`config.mk`:
```
export PLATFORM = sky130hd
export DESIGN_NAME = dec_scan
export DESIGN_NICKNAME = d
export VERILOG_FILES = /design/src/rtl/dec_scan_pkg.sv /design/src/rtl/dec_scan_tick.sv /design/src/rtl/dec_scan.sv
export SDC_FILE = /design/constraint.sdc
export NUM_CORES = 1
export LEC_CHECK = 0
export BUFFER_PORTS_ARGS = -buffer_cell sky130_fd_sc_hd__buf_2
export CORE_UTILIZATION = 35
export CTS_BUF_LIST = sky130_fd_sc_hd__clkbuf_4 sky130_fd_sc_hd__clkbuf_8
export DETAILED_ROUTE_END_ITERATION = 6
export PLACE_DENSITY = 0.59
export REMOVE_ABC_BUFFERS = 1
export SLEW_MARGIN = 20
export SYNTH_ARGS = -nofsm -noshare
export SYNTH_HDL_FRONTEND = slang
export SYNTH_SLANG_ARGS = --single-unit
```
`constraint.sdc`:
```
create_clock -name clk -period 1.77 [get_ports clk]
set_input_delay 0.354 -clock clk [delete_from_list [all_inputs] [get_ports clk]]
set_output_delay 0.354 -clock clk [all_outputs]
set_load 0.01 [all_outputs]
```
`src/rtl/dec_scan_pkg.sv`:
```
// Shared types and helpers for the dec_scan registered/scanning line decoder.
package dec_scan_pkg;

    localparam int unsigned MAX_SEL_W = 6;
    localparam int unsigned MAX_LINES = 64;

    typedef enum logic [1:0] {
        ST_IDLE   = 2'd0,
        ST_DIRECT = 2'd1,
        ST_SCAN   = 2'd2,
        ST_BLANK  = 2'd3
    } state_e;

    // Active-low one-hot of index; all ones when index is not below n.
    function automatic logic [MAX_LINES-1:0] onehot_n(input logic [MAX_SEL_W-1:0] index,
                                                      input int unsigned n);
        logic [MAX_LINES-1:0] v;
        v = '1;
        if (32'(index) < n) begin
            v[index] = 1'b0;
        end
        return v;
    endfunction

endpackage

```
`src/rtl/dec_scan_tick.sv`:
```
// Scan prescaler: counts 0..PRESCALE-1 and flags the last count as the step cycle.
module dec_scan_tick #(
    parameter int unsigned PRESCALE = 4,
    parameter int unsigned PRE_W    = 2
) (
    input  logic             clk,
    input  logic             rst,
    input  logic             clr_i,
    output logic [PRE_W-1:0] pre_o,
    output logic             tick_c
);

    logic [PRE_W-1:0] pre_q;
    logic [PRE_W-1:0] pre_d;

    assign tick_c = (pre_q == PRE_W'(PRESCALE - 1));
    assign pre_o  = pre_q;

    always_comb begin
        pre_d = pre_q + PRE_W'(1);
        if (clr_i || tick_c) begin
            pre_d = '0;
        end
    end

    always_ff @(posedge clk or posedge rst) begin
        if (rst) begin
            pre_q <= '0;
        end else begin
            pre_q <= pre_d;
        end
    end

endmodule

```
`src/rtl/dec_scan.sv`:
```
// Registered N-to-M active-low decoder with a self-timed scan mode.
// Optional DEC_SCAN_BLANK_EN blanks the final prescaler cycle of each scan step.
module dec_scan
    import dec_scan_pkg::*;
#(
    parameter int unsigned SEL_W    = 2,
    parameter int unsigned OUT_N    = 4,
    parameter int unsigned PRESCALE = 4
) (
    input  logic             clk,
    input  logic             rst,
    input  logic             en,
    input  logic             mode,
    input  logic [SEL_W-1:0] sel,
    output logic [OUT_N-1:0] y_n,
    output logic [SEL_W-1:0] idx,
    output logic             wrap
);

    localparam int unsigned PRE_W    = (PRESCALE > 1) ? $clog2(PRESCALE) : 1;
    localparam int unsigned BLANK_AT = (PRESCALE > 1) ? PRESCALE - 2 : 0;

    state_e           state_q, state_d;
    logic [SEL_W-1:0] cnt_q, cnt_d;
    logic [SEL_W-1:0] idx_q, idx_d;
    logic [OUT_N-1:0] y_n_q, y_n_d;
    logic             wrap_q, wrap_d;

    logic             in_scan_c;
    logic             clr_c;
    logic             tick_c;
    logic             blank_c;
    logic             last_c;
    logic [SEL_W-1:0] cnt_inc_c;
    logic [PRE_W-1:0] pre_cnt;

    assign in_scan_c = (state_q == ST_SCAN) || (state_q == ST_BLANK);
    // Prescaler runs only while a scan continues; any entry or exit restarts it.
    assign clr_c     = !(en && mode && in_scan_c);
    assign last_c    = (cnt_q == SEL_W'(OUT_N - 1));
    assign cnt_inc_c = last_c ? '0 : cnt_q + SEL_W'(1);

`ifdef DEC_SCAN_BLANK_EN
    assign blank_c = (PRESCALE > 1) && in_scan_c && (pre_cnt == PRE_W'(BLANK_AT));
`else
    logic unused_pre;
    assign unused_pre = ^pre_cnt;
    assign blank_c    = 1'b0;
`endif

    dec_scan_tick #(
        .PRESCALE (PRESCALE),
        .PRE_W    (PRE_W)
    ) u_tick (
        .clk    (clk),
        .rst    (rst),
        .clr_i  (clr_c),
        .pre_o  (pre_cnt),
        .tick_c (tick_c)
    );

    // Next state and next registered outputs, re-evaluated every cycle.
    always_comb begin
        state_d = ST_IDLE;
        cnt_d   = '0;
        idx_d   = '0;
        y_n_d   = '1;
        wrap_d  = 1'b0;
        if (!en) begin
            state_d = ST_IDLE;
        end else if (!mode) begin
            state_d = ST_DIRECT;
            idx_d   = sel;
            y_n_d   = OUT_N'(onehot_n(MAX_SEL_W'(sel), OUT_N));
        end else if (!in_scan_c) begin
            state_d = ST_SCAN;
            y_n_d   = OUT_N'(onehot_n('0, OUT_N));
        end else if (blank_c) begin
            state_d = ST_BLANK;
            cnt_d   = cnt_q;
            idx_d   = cnt_q;
        end else begin
            state_d = ST_SCAN;
            cnt_d   = tick_c ? cnt_inc_c : cnt_q;
            idx_d   = cnt_d;
            y_n_d   = OUT_N'(onehot_n(MAX_SEL_W'(cnt_d), OUT_N));
            wrap_d  = tick_c && last_c;
        end
    end

    always_ff @(posedge clk or posedge rst) begin
        if (rst) begin
            state_q <= ST_IDLE;
            cnt_q   <= '0;
            idx_q   <= '0;
            y_n_q   <= '1;
            wrap_q  <= 1'b0;
        end else begin
            state_q <= state_d;
            cnt_q   <= cnt_d;
            idx_q   <= idx_d;
            y_n_q   <= y_n_d;
            wrap_q  <= wrap_d;
        end
    end

    assign y_n  = y_n_q;
    assign idx  = idx_q;
    assign wrap = wrap_q;

endmodule

```
==> impl_metrics.toml <==
[grt]
track_usage_pct = 14.5
grt_antenna_before_repair = 0
grt_max_degree = 13
grt_pass1_wl_um = 1520
grt-ovfl-total = 0
first_global_vias = 343

[cts]
cts_setup_buffers = 0
cts_max_level = 1
clock_sinks = 12
cts_made_buffers = 3
clock_path_buffers = 2
clk_pin_slew_ns = 0.08
cts_root_buf = "clkbuf_4"
clock_latency_ns = 0.27
hold_buffers = 0
cts_tree = "done"
cts_resized = 0

[logic_synthesis]
syn_area_um2 = 513
synth-simple-area-share_pct = 20.0
synth_edf_count = 0
synthMuxAreaShare_pct = 1.95
synth_cells = 40
synth.distinct_cells = 24
synth_top_area_share_pct = 39.0
synth_xor_area_share_pct = 0
avgSynthCellArea_um2 = 12.8
synth.yosys.warnings = 0
synth-seq-cells = 12
synth_fa_ha_area_share_pct = 4.88
synth-seq-area-share_pct = 59.5
async_flop_share_pct = 100
synth_compound_area_share_pct = 12.9
synth_top_family_by_area = "simple AND/OR/NAND/NOR gates"
synth_top_area_cell = "dfrtp_1"
ys.flop_type = "dfrtp_1"
synth.area.top_cells = "dfrtp_1 (39%), dfstp_2 (20%), ha_1 (4.9%)"

[layout]
n_antenna_cell = 0
mostFrequentLayoutCells = "buf_2 (12), dfrtp_1 (8), clkbuf_4 (4), dfstp_2 (4)"
multi_input_area_um2 = 204
nNetsFinal = 65
fillers = 127
design_area_um2 = 622
areaGrowthSynthToFinish_pct = 21.2
final_common_cell = "buf_2"
finish.utilization_pct = 46.6
drive_gt1_share_pct = 42.9
regArea_um2 = 305

[critical_path]
crit_fanout = 6
worstSetupStartpointType = "register"
critPathMaxStageDelay_ns = 0.42
crit_chain = "ha_1 > or3b_1 > and2_4 > a32oi_2"
critPathSlowestCell = "or3b_1"
end_kind = "register"
cp.arrival_ns = 1.65
required_ns = 1.95
critPathBufInv = 0
crit_family = "simple AND/OR/NAND/NOR gates"
critical_path.startpoint = "u_tick.pre_o[0]"
path_class = "register to register"
regToRegStartpoint = "u_tick.pre_o[0]"

[sta]
worst_slew_pin_slew_ns = 0.446
setup_violations = 0
hold-worst-slack_ns = 0.0641
maxSlewHeadroom_pct = 70.2
max_freq_mhz = 683
rsz0062_at_grt = "false"
setup_tns_ns = 0
finalCriticalPeriod_ns = 1.46
period_share_pct = 82.7
hold_viol = 0
skew_ns = 0.0155
slew_violations = 0

[drt]
drtIter0Drc = 15
viasPerCell = 5.13
drcViolationCount = 0
met1_length_um = 429
dr_total_vias = 364
dr_wl_met2_um = 370
drt_first_pass_iters = 3
top_layer = "met4"
routedWlPerCell_um = 12.2
dr_wl_met3_um = 54
ant_nets = 0
drt_wl_total_um = 865

[die]
core_area_um2 = 1330
die_area_um2 = 1620
die_h_um = 40.3
rows = 13
die_w_um = 40.3
io-pin-count = 13
initial_core_util_pct = 38.5

[pwr]
vdd_drop_max_mv = 0.411
p_leak_uw = 0.000306
power_density_nw_per_um2 = 832

[placement]
io_buffer_count = 12
place.gp.congestion = 0.812
placed_area_um2 = 592

[flow_run]
maxCapViolations = 0

[hold_path]
hold_path_class = "primary input to async pin"

[run_status]
status = "finished, final reports clean"
## synth_stat cells (2+ instances only)
cell type  instances
dfstp_2            4
nand3_1            2
a32oi_1            2
nor2b_1            2
ha_1               2
nand2_1            2
nor2_1             2
dfrtp_1            8
## state kept, by name, indices dropped and copies added (netlist names)
signal	flops
cnt_q	2
idx	2
state_q	1
u_tick.pre_o	2
wrap	1
y_n	4
## routing by layer
| metal | global-route usage, % | vias up |
|---|---|---|
| li1 | - | 178 |
| met1 | 20.8 | 171 |
| met2 | 20.2 | 13 |
| met3 | 3.33 | 2 |
| met4 | 7.50 | 0 |
| met5 | 0 | - |
## metrics by stage
| stage | std cells | setup slack, ns | power (uW) |
|---|---|---|---|
| finish | 71 | 0.306 | 517 |
| global route | 71 | 0.189 | 543 |
| CTS | 71 | 0.305 | 521 |
| detailed placement | 67 | 0.347 | 333 |
| global placement | 67 | 0.372 | 333 |
| floorplan | 40 | 0.439 | 313 |
## worst paths after layout
check                             endpoint  slack, ns  cells after the start
setup reg to reg                    y_n[0]       0.31                      4
min in group clk                    y_n[0]       0.29                      2
max in group asynchronous           y_n[0]       1.35                      2
hold / removal                        wrap       0.06                      2
hold reg to reg            u_tick.pre_o[0]       0.45                      1
setup / recovery                    y_n[0]       0.31                      4
## cell families after synthesis
kind of cell / Yosys count
adder cells (fa/ha/maj): 2
AO/OA/AOI/OAI: 7
flip-flops: 12
AND/OR/NAND/NOR: 17
multiplexers: 1
buffers and inverters: 1
## worst reg2reg max path: stages, from the launching register on
cell	delay, ns
dfrtp_1	0.36
ha_1	0.26
or3b_1	0.42
and2_4	0.17
a32oi_2	0.16
## power by group
| part | internal [uW] | total, uW | switching, uW |
|---|---|---|---|
| Sequential | 284 | 286 | 2.01 |
| Clock | 102 | 190 | 87.8 |
| Combinational | 16.7 | 40.6 | 23.9 |
| Total | 403 | 517 | 114 |
## area by class of cell
| class | count | area share (%) |
|---|---|---|
| sequential | 12 | 49.1 |
| multi-input combinational | 27 | 32.8 |
| timing repair buffer | 12 | 9.66 |
| clock buffer | 4 | 4.83 |
| tap | 15 | 3.02 |
| inverter | 1 | 0.604 |
Power figures use the tool's default switching activity.
